<file path="config.mk">
export PLATFORM = sky130hd
export DESIGN_NAME = led_pattern_seq
export DESIGN_NICKNAME = d
export VERILOG_FILES = /design/src/rtl/led_pattern_seq.sv
export SDC_FILE = /design/constraint.sdc
export NUM_CORES = 1
export LEC_CHECK = 0
export CELL_PAD_IN_SITES_DETAIL_PLACEMENT = 0
export CELL_PAD_IN_SITES_GLOBAL_PLACEMENT = 1
export CORE_MARGIN = 1
export CORE_UTILIZATION = 40
export DETAILED_ROUTE_END_ITERATION = 10
export GPL_ROUTABILITY_DRIVEN = 0
export PLACE_DENSITY_LB_ADDON = 0.1
export SETUP_SLACK_MARGIN = 0.5
export SYNTH_ARGS = -nofsm -noshare
export SYNTH_HDL_FRONTEND = slang
export SYNTH_SLANG_ARGS = --single-unit
</file>
<file path="constraint.sdc">
create_clock -name clk1h -period 2.3 [get_ports clk1h]
set_clock_uncertainty 0.05 [all_clocks]
set_input_delay 0.345 -clock clk1h [delete_from_list [all_inputs] [get_ports clk1h]]
set_output_delay 0.345 -clock clk1h [all_outputs]
set_load 0.02 [all_outputs]
</file>
<file path="src/rtl/led_pattern_seq.sv">
// Running-light pattern sequencer: drives the LED decoder select index with
// up/down/bounce/hold patterns, a programmable advance rate and a lap counter.
module led_pattern_seq #(
  parameter int unsigned IDX_W  = 3,
  parameter int unsigned RATE_W = 4,
  parameter int unsigned LAP_W  = 8
) (
  input  logic              clk1h,
  input  logic              rst,
  input  logic              en,
  input  logic [1:0]        mode,
  input  logic [RATE_W-1:0] rate,
  input  logic              step,
  output logic [IDX_W-1:0]  idx,
  output logic              dir,
  output logic              wrap,
  output logic [LAP_W-1:0]  lap_cnt
);

  localparam logic [IDX_W-1:0] IDX_MAX = {IDX_W{1'b1}};
  localparam logic [IDX_W-1:0] IDX_ONE = IDX_W'(1);
  localparam logic [LAP_W-1:0] LAP_MAX = {LAP_W{1'b1}};

  localparam logic [1:0] MODE_UP     = 2'b00;
  localparam logic [1:0] MODE_DOWN   = 2'b01;
  localparam logic [1:0] MODE_BOUNCE = 2'b10;
  localparam logic [1:0] MODE_HOLD   = 2'b11;

  typedef enum logic [1:0] {
    IDLE = 2'd0,
    RUN  = 2'd1,
    HOLD = 2'd2
  } state_e;

  state_e             state_q, state_d;
  logic [IDX_W-1:0]   idx_q, idx_d;
  logic               dir_q, dir_d;
  logic               wrap_q, wrap_d;
  logic [LAP_W-1:0]   lap_cnt_q, lap_cnt_d;
  logic [RATE_W-1:0]  div_cnt_q, div_cnt_d;
  logic               step_dly_q, step_dly_d;

  logic [IDX_W-1:0]   adv_idx_c;
  logic               adv_dir_c;
  logic               adv_wrap_c;
  logic               do_adv_c;

  // Next position if an advance happens this tick, per the current mode.
  always_comb begin
    adv_idx_c  = idx_q;
    adv_dir_c  = dir_q;
    adv_wrap_c = 1'b0;
    case (mode)
      MODE_UP: begin
        adv_idx_c  = idx_q + IDX_ONE;
        adv_dir_c  = 1'b0;
        adv_wrap_c = (idx_q == IDX_MAX);
      end
      MODE_DOWN: begin
        adv_idx_c  = idx_q - IDX_ONE;
        adv_dir_c  = 1'b1;
        adv_wrap_c = (idx_q == '0);
      end
      MODE_BOUNCE: begin
        if (!dir_q) begin
          if (idx_q == IDX_MAX) begin
            adv_idx_c = IDX_MAX - IDX_ONE;
            adv_dir_c = 1'b1;
          end else begin
            adv_idx_c = idx_q + IDX_ONE;
          end
        end else begin
          if (idx_q == '0) begin
            adv_idx_c = IDX_ONE;
            adv_dir_c = 1'b0;
          end else begin
            adv_idx_c  = idx_q - IDX_ONE;
            // A bounce lap closes when the descending sweep lands on 0.
            adv_wrap_c = (idx_q == IDX_ONE);
          end
        end
      end
      MODE_HOLD: begin
        adv_idx_c  = idx_q;
        adv_dir_c  = dir_q;
        adv_wrap_c = 1'b0;
      end
      default: begin
        adv_idx_c  = idx_q;
        adv_dir_c  = dir_q;
        adv_wrap_c = 1'b0;
      end
    endcase
  end

  // Sequencing state machine: next state, prescaler and advance decision.
  always_comb begin
    state_d    = state_q;
    div_cnt_d  = div_cnt_q;
    step_dly_d = step;
    do_adv_c   = 1'b0;

    case (state_q)
      IDLE: begin
        div_cnt_d = '0;
        if (step && !step_dly_q) begin
          do_adv_c = 1'b1;
        end
        if (en) begin
          state_d = RUN;
        end
      end
      RUN: begin
        // >= so that lowering rate mid-count advances on the next tick.
        if (div_cnt_q >= rate) begin
          do_adv_c  = 1'b1;
          div_cnt_d = '0;
        end else begin
          div_cnt_d = RATE_W'(div_cnt_q + RATE_W'(1));
        end
        if (!en) begin
          state_d = IDLE;
        end else if (mode == MODE_HOLD) begin
          state_d = HOLD;
        end
      end
      HOLD: begin
        if (!en) begin
          state_d = IDLE;
        end else if (mode != MODE_HOLD) begin
          state_d = RUN;
        end
      end
      default: begin
        state_d   = IDLE;
        div_cnt_d = '0;
      end
    endcase
  end

  // Position, pulse and lap bookkeeping driven by the advance decision.
  always_comb begin
    idx_d     = idx_q;
    dir_d     = dir_q;
    wrap_d    = 1'b0;
    lap_cnt_d = lap_cnt_q;

    if (do_adv_c) begin
      idx_d  = adv_idx_c;
      dir_d  = adv_dir_c;
      wrap_d = adv_wrap_c;
    end

    if (wrap_d && (lap_cnt_q != LAP_MAX)) begin
      lap_cnt_d = LAP_W'(lap_cnt_q + LAP_W'(1));
    end
  end

  always_ff @(posedge clk1h or negedge rst) begin
    if (!rst) begin
      state_q    <= IDLE;
      idx_q      <= '0;
      dir_q      <= 1'b0;
      wrap_q     <= 1'b0;
      lap_cnt_q  <= '0;
      div_cnt_q  <= '0;
      step_dly_q <= 1'b0;
    end else begin
      state_q    <= state_d;
      idx_q      <= idx_d;
      dir_q      <= dir_d;
      wrap_q     <= wrap_d;
      lap_cnt_q  <= lap_cnt_d;
      div_cnt_q  <= div_cnt_d;
      step_dly_q <= step_dly_d;
    end
  end

  assign idx     = idx_q;
  assign dir     = dir_q;
  assign wrap    = wrap_q;
  assign lap_cnt = lap_cnt_q;

endmodule

</file>
Word level (Yosys, flattened, before mapping)
Cells that the tools add are included.
W data, S select, Z words.
{"block": "classes", "n_addsub": 4, "order_cmp": 1, "eq_ne": 12, "muxes": 23, "n_bitwise": 1, "n_reduce_logical": 8}
{"cell": "$mux W2", "count": 5}
{"cell": "$mux W3", "count": 3}
{"cell": "$pmux W3 S3", "count": 1}
{"cell": "$add A8 B1 Y8 const B", "count": 1}
{"cell": "$mux W1", "count": 8}
{"cell": "$ne A8 B8 Y1 const B", "count": 1}
{"cell": "$pmux W4 S2", "count": 1}
{"cell": "$eq A2 B2 Y1 const B", "count": 3}
{"cell": "$ne A3 B3 Y1 const B", "count": 2}
{"cell": "$pmux W2 S3", "count": 1}
{"cell": "$add A4 B1 Y4 const B", "count": 1}
{"cell": "$eq A2 B1 Y1 const B", "count": 2}
{"cell": "$ge A4 B4 Y1", "count": 1}
{"cell": "$logic_not A2 Y1", "count": 2}
{"cell": "$mux W4", "count": 1}
{"cell": "$ne A2 B2 Y1 const B", "count": 2}
{"cell": "$pmux W1 S4", "count": 1}
{"cell": "$add A3 B1 Y3 const B", "count": 1}
{"cell": "$eq A3 B1 Y1 const B", "count": 1}
{"cell": "$eq A3 B3 Y1 const B", "count": 1}
{"cell": "$logic_not A3 Y1", "count": 1}
{"cell": "$pmux W1 S3", "count": 1}
{"cell": "$reduce_and A3 Y1", "count": 1}
{"cell": "$sub A3 B1 Y3 const B", "count": 1}
{"cell": "5 further kinds", "count": 6}
{"block": "totals", "ff_bits": 20, "input_bits": 10, "output_inout_bits": 13, "wordCells": 56}

Longest topological paths before layout
Gate-level depths: netlist of the first run.
{"block": "logic_depth", "ltp_word": 6, "depth_mapped": 8, "mapped_depth_nobuf": 7}

Worst setup path after synthesis of the first run
No wires, ideal clock.
{"block": "synth_path", "path_kind": "reg2reg", "from": "register idx_q[0] (netlist: idx[0])", "to": "register lap_cnt_q[1] (netlist: lap_cnt[1])", "setup_time_ns": 0.125, "arrival_time_ns": 1.701, "required_time_ns": 2.125, "slack_ns": 0.424, "path_stages_with_launch": 8, "path_buffers": 0, "period_less_slack_ns": 1.876, "cell_sequence": "dfrtp_1 -> inv_1 -> ha_1 -> and2b_1 -> a22oi_1 -> o21ai_2 -> nand3_2 -> mux2_4"}
{"block": "synth_between", "elab_chain_cells": 6, "elab_cells_between_ends": 8, "cone_classes": "eq/ne (2); mux (4); reduce/logical (2)"}
{"item": "start: declaration", "line_no": "36", "text": "logic [IDX_W-1:0] idx_q, idx_d;"}
{"item": "start signal: assignment", "line_no": "170", "text": "idx_q <= idx_d;"}
{"item": "$eq A3 B1 Y1 / $logic_not A3 Y1 (equally long branches)", "line_no": "79, 62, 73"}
{"item": "$mux W1", "line_no": "73", "text": "if (idx_q == '0) begin"}
{"item": "$mux W1", "line_no": "65", "text": "if (!dir_q) begin"}
{"item": "$pmux W1 S4 (*)", "line_no": "53", "text": "case (mode)"}
{"item": "$mux W1 (*)", "line_no": "148", "text": "if (do_adv_c) begin"}
{"item": "$logic_and A1 B1 Y1 (*)", "line_no": "154", "text": "if (wrap_d && (lap_cnt_q != LAP_MAX)) begin"}
{"item": "end signal: assignment", "line_no": "173", "text": "lap_cnt_q <= lap_cnt_d;"}
{"item": "end: declaration", "line_no": "39", "text": "logic [LAP_W-1:0] lap_cnt_q, lap_cnt_d;"}
Every way passes the cells marked *; elsewhere a longest branch is shown, timed or not.
A chain may end at the register's enable or synchronous reset.

Worst setup path after layout of the first run
{"block": "layout_path", "from": "register div_cnt_q[1]", "to": "register lap_cnt_q[1] (netlist: lap_cnt[1])"}
{"block": "layout_between", "elab_chain_cells": 5}
{"item": "start: declaration", "line_no": "40", "text": "logic [RATE_W-1:0] div_cnt_q, div_cnt_d;"}
{"item": "start signal: assignment", "line_no": "174", "text": "div_cnt_q <= div_cnt_d;"}
{"item": "$ge A4 B4 Y1", "line_no": "115", "text": "if (div_cnt_q >= rate) begin"}
{"item": "$mux W1", "line_no": "115"}
{"item": "$pmux W1 S2", "line_no": "103", "text": "case (state_q)"}
{"item": "$mux W1", "line_no": "148"}
{"item": "$logic_and A1 B1 Y1", "line_no": "154"}
No other way between the ends.

==> metrics, run 1 <==
slowest cell on the critical path dfrtp_1; die height 59.4 microns; sequential share of the synthesized area 0.380; initial drt markers 32; synthesized area about 0.0013 sq mm; Max-cap violations 0; Critical Path AT 2.01 ns; Worst-Skew Late Latency 0.31 ns; Root Buffer clkbuf_4; outcome finished, final reports clean; cells taking the most area after synthesis dfrtp_1 38%, ha_1 15%, inv_1 4.8%, xnor2_1 4.0%, and3_1 3.3%; CTS tree yes; layout cells sized above 1 0.266; clk slew on worst S/H paths 0.13 ns; Max Root-Sink Buffers 2; Hold Crit Class input pin to asynchronous set/reset pin; via density per instance 4.93; Die X around 59 microns; Final Hold Vio Count 0; P_int 945 uW; Critical Path Start Type register; pin count of the biggest net entering global routing 21; Critical Path Fanout Max 8; initial core utilization 0.428; drt first pass iters 4; wire length per cell ~13 microns; vias in the first global route around 1100; Worst Tran Pin Value 0.283 ns; Peak VDD IR around 460 uV; CP cell instances ha_1 > o211ai_1 > o2111ai_2 > o211a_4 > nand3_4 > mux2_4; Comb power frac 0.458; final worst hold slack 0.312 ns; dpl hpwl 2010 microns; via count 1089; area delta synth->final 41.5%; clock sinks 20; setup violators final 0; Hold Buf Count CTS 0; sw frac 0.361; Final Cycle Share 0.807; sw power 533 uW; top-count cell post-synth dfrtp_1; PD cells just under 800 mW/mm^2; Cells after Synth about 130; RSZ-0062 raised after global routing true; uppermost layer routed met4; CP max stage delay 0.41 ns; Slew Limit Headroom 0.811; # IOs 23; row count 20; metal2 WL 1380 microns; reg2reg path depth 6; Most used DFF post-synth dfrtp_1; post-route ant nets 0; met3 wire len ~62 microns; core area between 0.003 and 0.004 sq mm; Cell variety after synth 35; Reg power frac 0.346; FFs w/ async S/R, synth 1.00; P_leak 0.983 nW; Synth area leader dfrtp_1; Routed WL between 2000 and 3000 microns; Clk network pwr share 0.196; logic depth of the worst path, buffers included 6; die area 0.00353 sq mm; Post-synth top cells 20 x dfrtp_1, 17 x inv_1, 16 x ha_1; DR DRC count 0; Peak Freq approximately 540 MHz; Fillers 288; cell family with most CP delay compound AO/OA/AOI/OAI gates; critical path endpoint category register; initial antenna violation count 0; ANT cells 0; WS Path Type register to register; Pins Over Slew Limit 0; Yosys top cell area share 0.380; final net count 204; setup TNS 0 ns; synthesized area per cell between 9 and 10 sq um; Yosys warning count 0; Metal-1 WL 1320 microns; total grt overflow 0; Bufs and invs on worst path 0; post-synthesis net count ~160; Port Buffers 22; GRT Total Usage 0.174; first-pass GRT wire length roughly 4600 microns; worst endpoint required time roughly 2.5 ns; number of synthesized flops with an enable pin 0; number of synthesized register bits 20; cts bufs inserted 3; fin crit period 1.86 ns; H-tree depth 1
==> kinds of logic after synthesis <==
kind of cell | Yosys count | share of synthesized area
mux | 5 | 0.0437
buf+inv | 18 | 0.0570
simple gates | 39 | 0.168
flops | 20 | 0.380
xor+xnor | 9 | 0.0598
compound gates | 25 | 0.140
fa+ha+maj | 16 | 0.152
==> state kept, by name, indices dropped and copies added, names as in the netlist <==
signal,count
dir,1
lap_cnt,8
idx,3
state_q,2
step_dly_q,1
wrap,1
div_cnt_q,4
==> area by class of cell <==
type | count | area, sq um | share of cell area
Tap cell | 44 | 55.1 | 0.0295
Inverter | 17 | 63.8 | 0.0342
Timing Repair Buffer | 42 | 382 | 0.205
Clock buffer | 3 | 22.5 | 0.0121
Multi-Input combinational cell | 94 | 808 | 0.434
Clock inverter | 1 | 30.0 | 0.0161
Sequential cell | 20 | 503 | 0.270
==> worst reg2reg max path, delay by kind of cell, from the launching register on <==
family	cells	cell delay [ns]
AO/OA/AOI/OAI	3	0.62
flip-flops	1	0.41
multiplexers	1	0.31
adder cells (fa/ha/maj)	1	0.29
AND/OR/NAND/NOR	1	0.09
==> routing by layer <==
layer / global-route usage / up-vias
met5: 0 / -
met3: 0.0262 / 2
met4: 0.0646 / 0
met2: 0.308 / 11
met1: 0.211 / 523
li1: - / 553
==> through the flow <==
step / total power, mW / area, sq um / util / std cells / worst slack, ns
3_5_place_dp: 1.11 / 1670 / 0.541 / 208 / -0.0350
5_1_grt: 1.59 / 1860 / 0.606 / 221 / 0.380
2_1_floorplan: 0.862 / 1320 / - / 132 / 0.509
4_1_cts: 1.45 / 1810 / 0.587 / 220 / 0.456
6_report: 1.48 / 1860 / 0.606 / 221 / 0.443
3_3_place_gp: 1.09 / 1670 / 0.541 / 208 / 0.0205
==> cells in the final DEF (no fill, tap or decap), types with 5 or more instances in the layout <==
cell and count:
nand3_1 5, a31oi_1 6, clkdlybuf4s50_1 10, ha_1 12, o21ai_0 5, and3_1 7
dlymetal6s2s_1 5, inv_1 15, dfrtp_1 18, dlygate4sd2_1 7, nor2_1 7, buf_4 18
xnor2_1 6
==> what timing repair did <==
item | 4_1_cts | 5_1_grt
resized for setup | 16 | 15
setup buffers | 8 | 1
pin swaps | 12 | 12
endpoints found under the setup margin | 17 | 21
==> final timing paths <==
check	startpoint	endpoint	slack, ns
min reg2reg	lap_cnt[5]	lap_cnt[5]	0.46
min in group clk1h	step	step_dly_q	0.46
max	div_cnt_q[1]	lap_cnt[1]	0.44
max reg2reg	div_cnt_q[1]	lap_cnt[1]	0.44
min	rst	dir	0.31
max in group asynchronous	rst	idx[0]	1.64
==> power groups by stage <==
stage | Clock (mW) | Sequential (mW) | Combinational (mW)
6_report | 0.290 | 0.511 | 0.678
5_1_grt | 0.309 | 0.525 | 0.753
4_1_cts | 0.297 | 0.503 | 0.652
3_5_place_dp | 0 | 0.514 | 0.595
3_3_place_gp | 0 | 0.508 | 0.582
2_1_floorplan | 0 | 0.558 | 0.303
(Power assumes the default switching activity.)
==> run 2: changes to the inputs <==
--- a/config.mk
+++ b/config.mk
@@ -8,7 +8,7 @@
 export CELL_PAD_IN_SITES_DETAIL_PLACEMENT = 0
 export CELL_PAD_IN_SITES_GLOBAL_PLACEMENT = 1
 export CORE_MARGIN = 1
-export CORE_UTILIZATION = 40
+export CORE_UTILIZATION = 36
 export DETAILED_ROUTE_END_ITERATION = 10
 export GPL_ROUTABILITY_DRIVEN = 0
 export PLACE_DENSITY_LB_ADDON = 0.1
==> constraint.sdc (replaced) <==
create_clock -name clk1h -period 1.6 [get_ports clk1h]
set_clock_uncertainty 0.05 [all_clocks]
set_input_delay 0.24 -clock clk1h [delete_from_list [all_inputs] [get_ports clk1h]]
set_output_delay 0.24 -clock clk1h [all_outputs]
set_load 0.02 [all_outputs]
==> run 2 against run 1 <==
Against the previous run:
- the run now ends with negative setup slack left
- core utilization grew 0.13 points
- worst hold slack lost 0.10 ns
- cell area grew 11%
- die area grew 11%
- non-clock buffer count grew 16
- first-iteration DRC count is the same
- sequential power grew 36%
==> metrics, run 2 (synthesized netlist as in run 1, its figures left out) <==
outcome finished, violations left (was finished, final reports clean); failing checks negative setup slack; Routed WL 2950 microns (was 2790 microns); via density per instance 4.80 (was 4.93); Max-cap violations 0 (unchanged); reg2reg path depth 6 (unchanged); pre-CTS WS -0.609 ns (was -0.0350 ns); via count 1147 (was 1089); # placed instances 224 (was 208); wire length per cell 12.3 microns (was 12.6 microns); Reg power frac 0.288 (was 0.346); final net count 220 (was 204); sw frac 0.344 (was 0.361); CP max stage delay 0.43 ns (was 0.41 ns); Slew Limit Headroom 0.792 (was 0.811); Critical Path Fanout Max 7 (was 8); cell family with most CP delay compound AO/OA/AOI/OAI gates (unchanged); Peak Freq 545 MHz (was 539 MHz); clk slew on worst S/H paths 0.13 ns (about the same); core area 0.00342 sq mm (was 0.00308 sq mm); post-route ant nets 0 (unchanged); Clk network pwr share 0.174 (was 0.196); initial core utilization 0.386 (was 0.428); Die X 62.5 microns (was 59.4 microns); Peak VDD IR 576 uV (was 465 uV); setup TNS -2.16 ns (was 0 ns); commonest non-fill, non-tap cell in the layout buf_6; Comb power frac 0.538 (was 0.458); critical path endpoint category register (unchanged); CTS tree yes (unchanged); RR Startpoint div_cnt_q[3] (was div_cnt_q[1]); Worst Setup EP lap_cnt[1] (unchanged); logic depth of the worst path, buffers included 6 (unchanged); vias in the first global route 1204 (was 1106); final std cells w/o fill 239 (was 221); RSZ-0062 raised after global routing true (unchanged); Final Hold Vio Count 0 (unchanged); CP cell instances ha_4 > o211ai_1 > o2111ai_2 > o211a_4 > nand3_2 > mux2_4 (was ha_1 > o211ai_1 > o2111ai_2 > o211a_4 > nand3_4 > mux2_4); Pins Over Slew Limit 0 (unchanged); pin count of the biggest net entering global routing 21 (unchanged); P_leak 1.03 nW (was 0.983 nW); Worst Setup SP div_cnt_q[3] (was div_cnt_q[1]); Critical Path AT 1.99 ns (was 2.01 ns); Root Buffer clkbuf_4 (unchanged); layout cells sized above 1 0.415 (was 0.266); max reg flops 8 (unchanged); Final Util 0.607 (was 0.606); overall power 2.42 mW (was 1.48 mW); total grt overflow 0 (unchanged); most frequent cells in the layout 26 x buf_6, 23 x buf_4, 17 x dfrtp_1 (was 18 x dfrtp_1, 18 x buf_4, 15 x inv_1); # IOs 23 (unchanged); die area 0.00391 sq mm (was 0.00353 sq mm); H-tree depth 1 (unchanged); first-pass GRT wire length 5260 microns (was 4620 microns); final worst hold slack 0.212 ns (was 0.312 ns); die height 62.5 microns (was 59.4 microns); drt first pass iters 4 (unchanged); Hold Crit Class input pin to asynchronous set/reset pin (unchanged); row count 21 (was 20); r2r endpoint lap_cnt[1] (unchanged); Final Cycle Share 1.15 (was 0.807); dpl hpwl 2210 microns (was 2010 microns); dpl cell area 0.00178 sq mm (was 0.00167 sq mm); design area 0.00207 sq mm (was 0.00186 sq mm); Max Root-Sink Buffers 2 (unchanged); GRT Total Usage 0.170 (was 0.174); setup violators final 15 (was 0); sw power 833 uW (was 533 uW); Critical Path Start Type register (unchanged); worst endpoint required time 1.76 ns (was 2.46 ns); P_int 1.59 mW (was 945 uW); R2R setup slack -0.24 ns (was 0.44 ns); slowest cell on the critical path dfrtp_1 (unchanged); WS Path Type register to register (unchanged); Port Buffers 22 (unchanged); PD cells 1170 mW/mm^2 (was 793 mW/mm^2); area delta synth->final 57.4% (was 41.5%); cts bufs inserted 3 (unchanged); Bufs and invs on worst path 0 (unchanged); DR DRC count 0 (unchanged); fin crit period 1.84 ns (was 1.86 ns); clock sinks 20 (unchanged); Final WS setup -0.236 ns (was 0.443 ns); initial drt markers 32 (unchanged); initial antenna violation count 0 (unchanged); Worst Tran Pin Value 0.312 ns (was 0.283 ns); ANT cells 0 (unchanged); Worst-Skew Late Latency 0.31 ns (about the same)
run 2: changes by cell type in the layout (fill, tap and decap cells not counted), sizes merged:
cell,delta
buf,+29
clkdlybuf4s50,-5
dlymetal6s2s,-4
dlygate4sd2,-4
run 2: how the worst min path moves through the flow:
stage | end
after global routing | lap_cnt[0]
after floorplan | dir
final | lap_cnt[0]
after detailed placement | lap_cnt[5]
after global placement | lap_cnt[5]
after CTS | lap_cnt[0]
run 2: metal layers:
layer / routed length (microns) / share of wire / track usage
met5: 0 / 0 / 0
met4: 19 / 0.0064 / 0.0436
met3: 62 / 0.021 / 0.0274
met2: 1480 / 0.50 / 0.299
met1: 1390 / 0.47 / 0.215
run 2: final cells by class:
class | count | area [sq um]
sequential | 20 | 504
fill | 300 | 1340
tap | 46 | 57.6
clock buffer | 3 | 22.5
multi-input combinational | 94 | 841
timing repair buffer | 58 | 554
clock inverter | 1 | 30.0
inverter | 17 | 63.8
run 2: repair_timing:
item | 4_1_cts | 5_1_grt
hold endpoints to repair | 0 | 0
setup endpoints to repair | 32 | 30
cloned | 0 | 0
setup buffers | 10 | 1
gates resized for setup | 102 | 11
hold buffers | 0 | 0
pin swaps | 9 | 13
run 2: power groups by stage:
stage / clock [mW] / sequential, mW / combinational (mW)
3_3_place_gp: 0 / 0.694 / 1.07
5_1_grt: 0.457 / 0.712 / 1.43
4_1_cts: 0.429 / 0.699 / 1.24
2_1_floorplan: 0 / 0.806 / 0.444
6_report: 0.420 / 0.697 / 1.30
3_5_place_dp: 0 / 0.697 / 1.09
run 2: worst register-to-register path, cell delays in order (launching register included):
cell and delay [ns]:
dfrtp_1 0.43, ha_4 0.27, o211ai_1 0.09, o2111ai_2 0.24
o211a_4 0.26, nand3_2 0.10, mux2_4 0.31
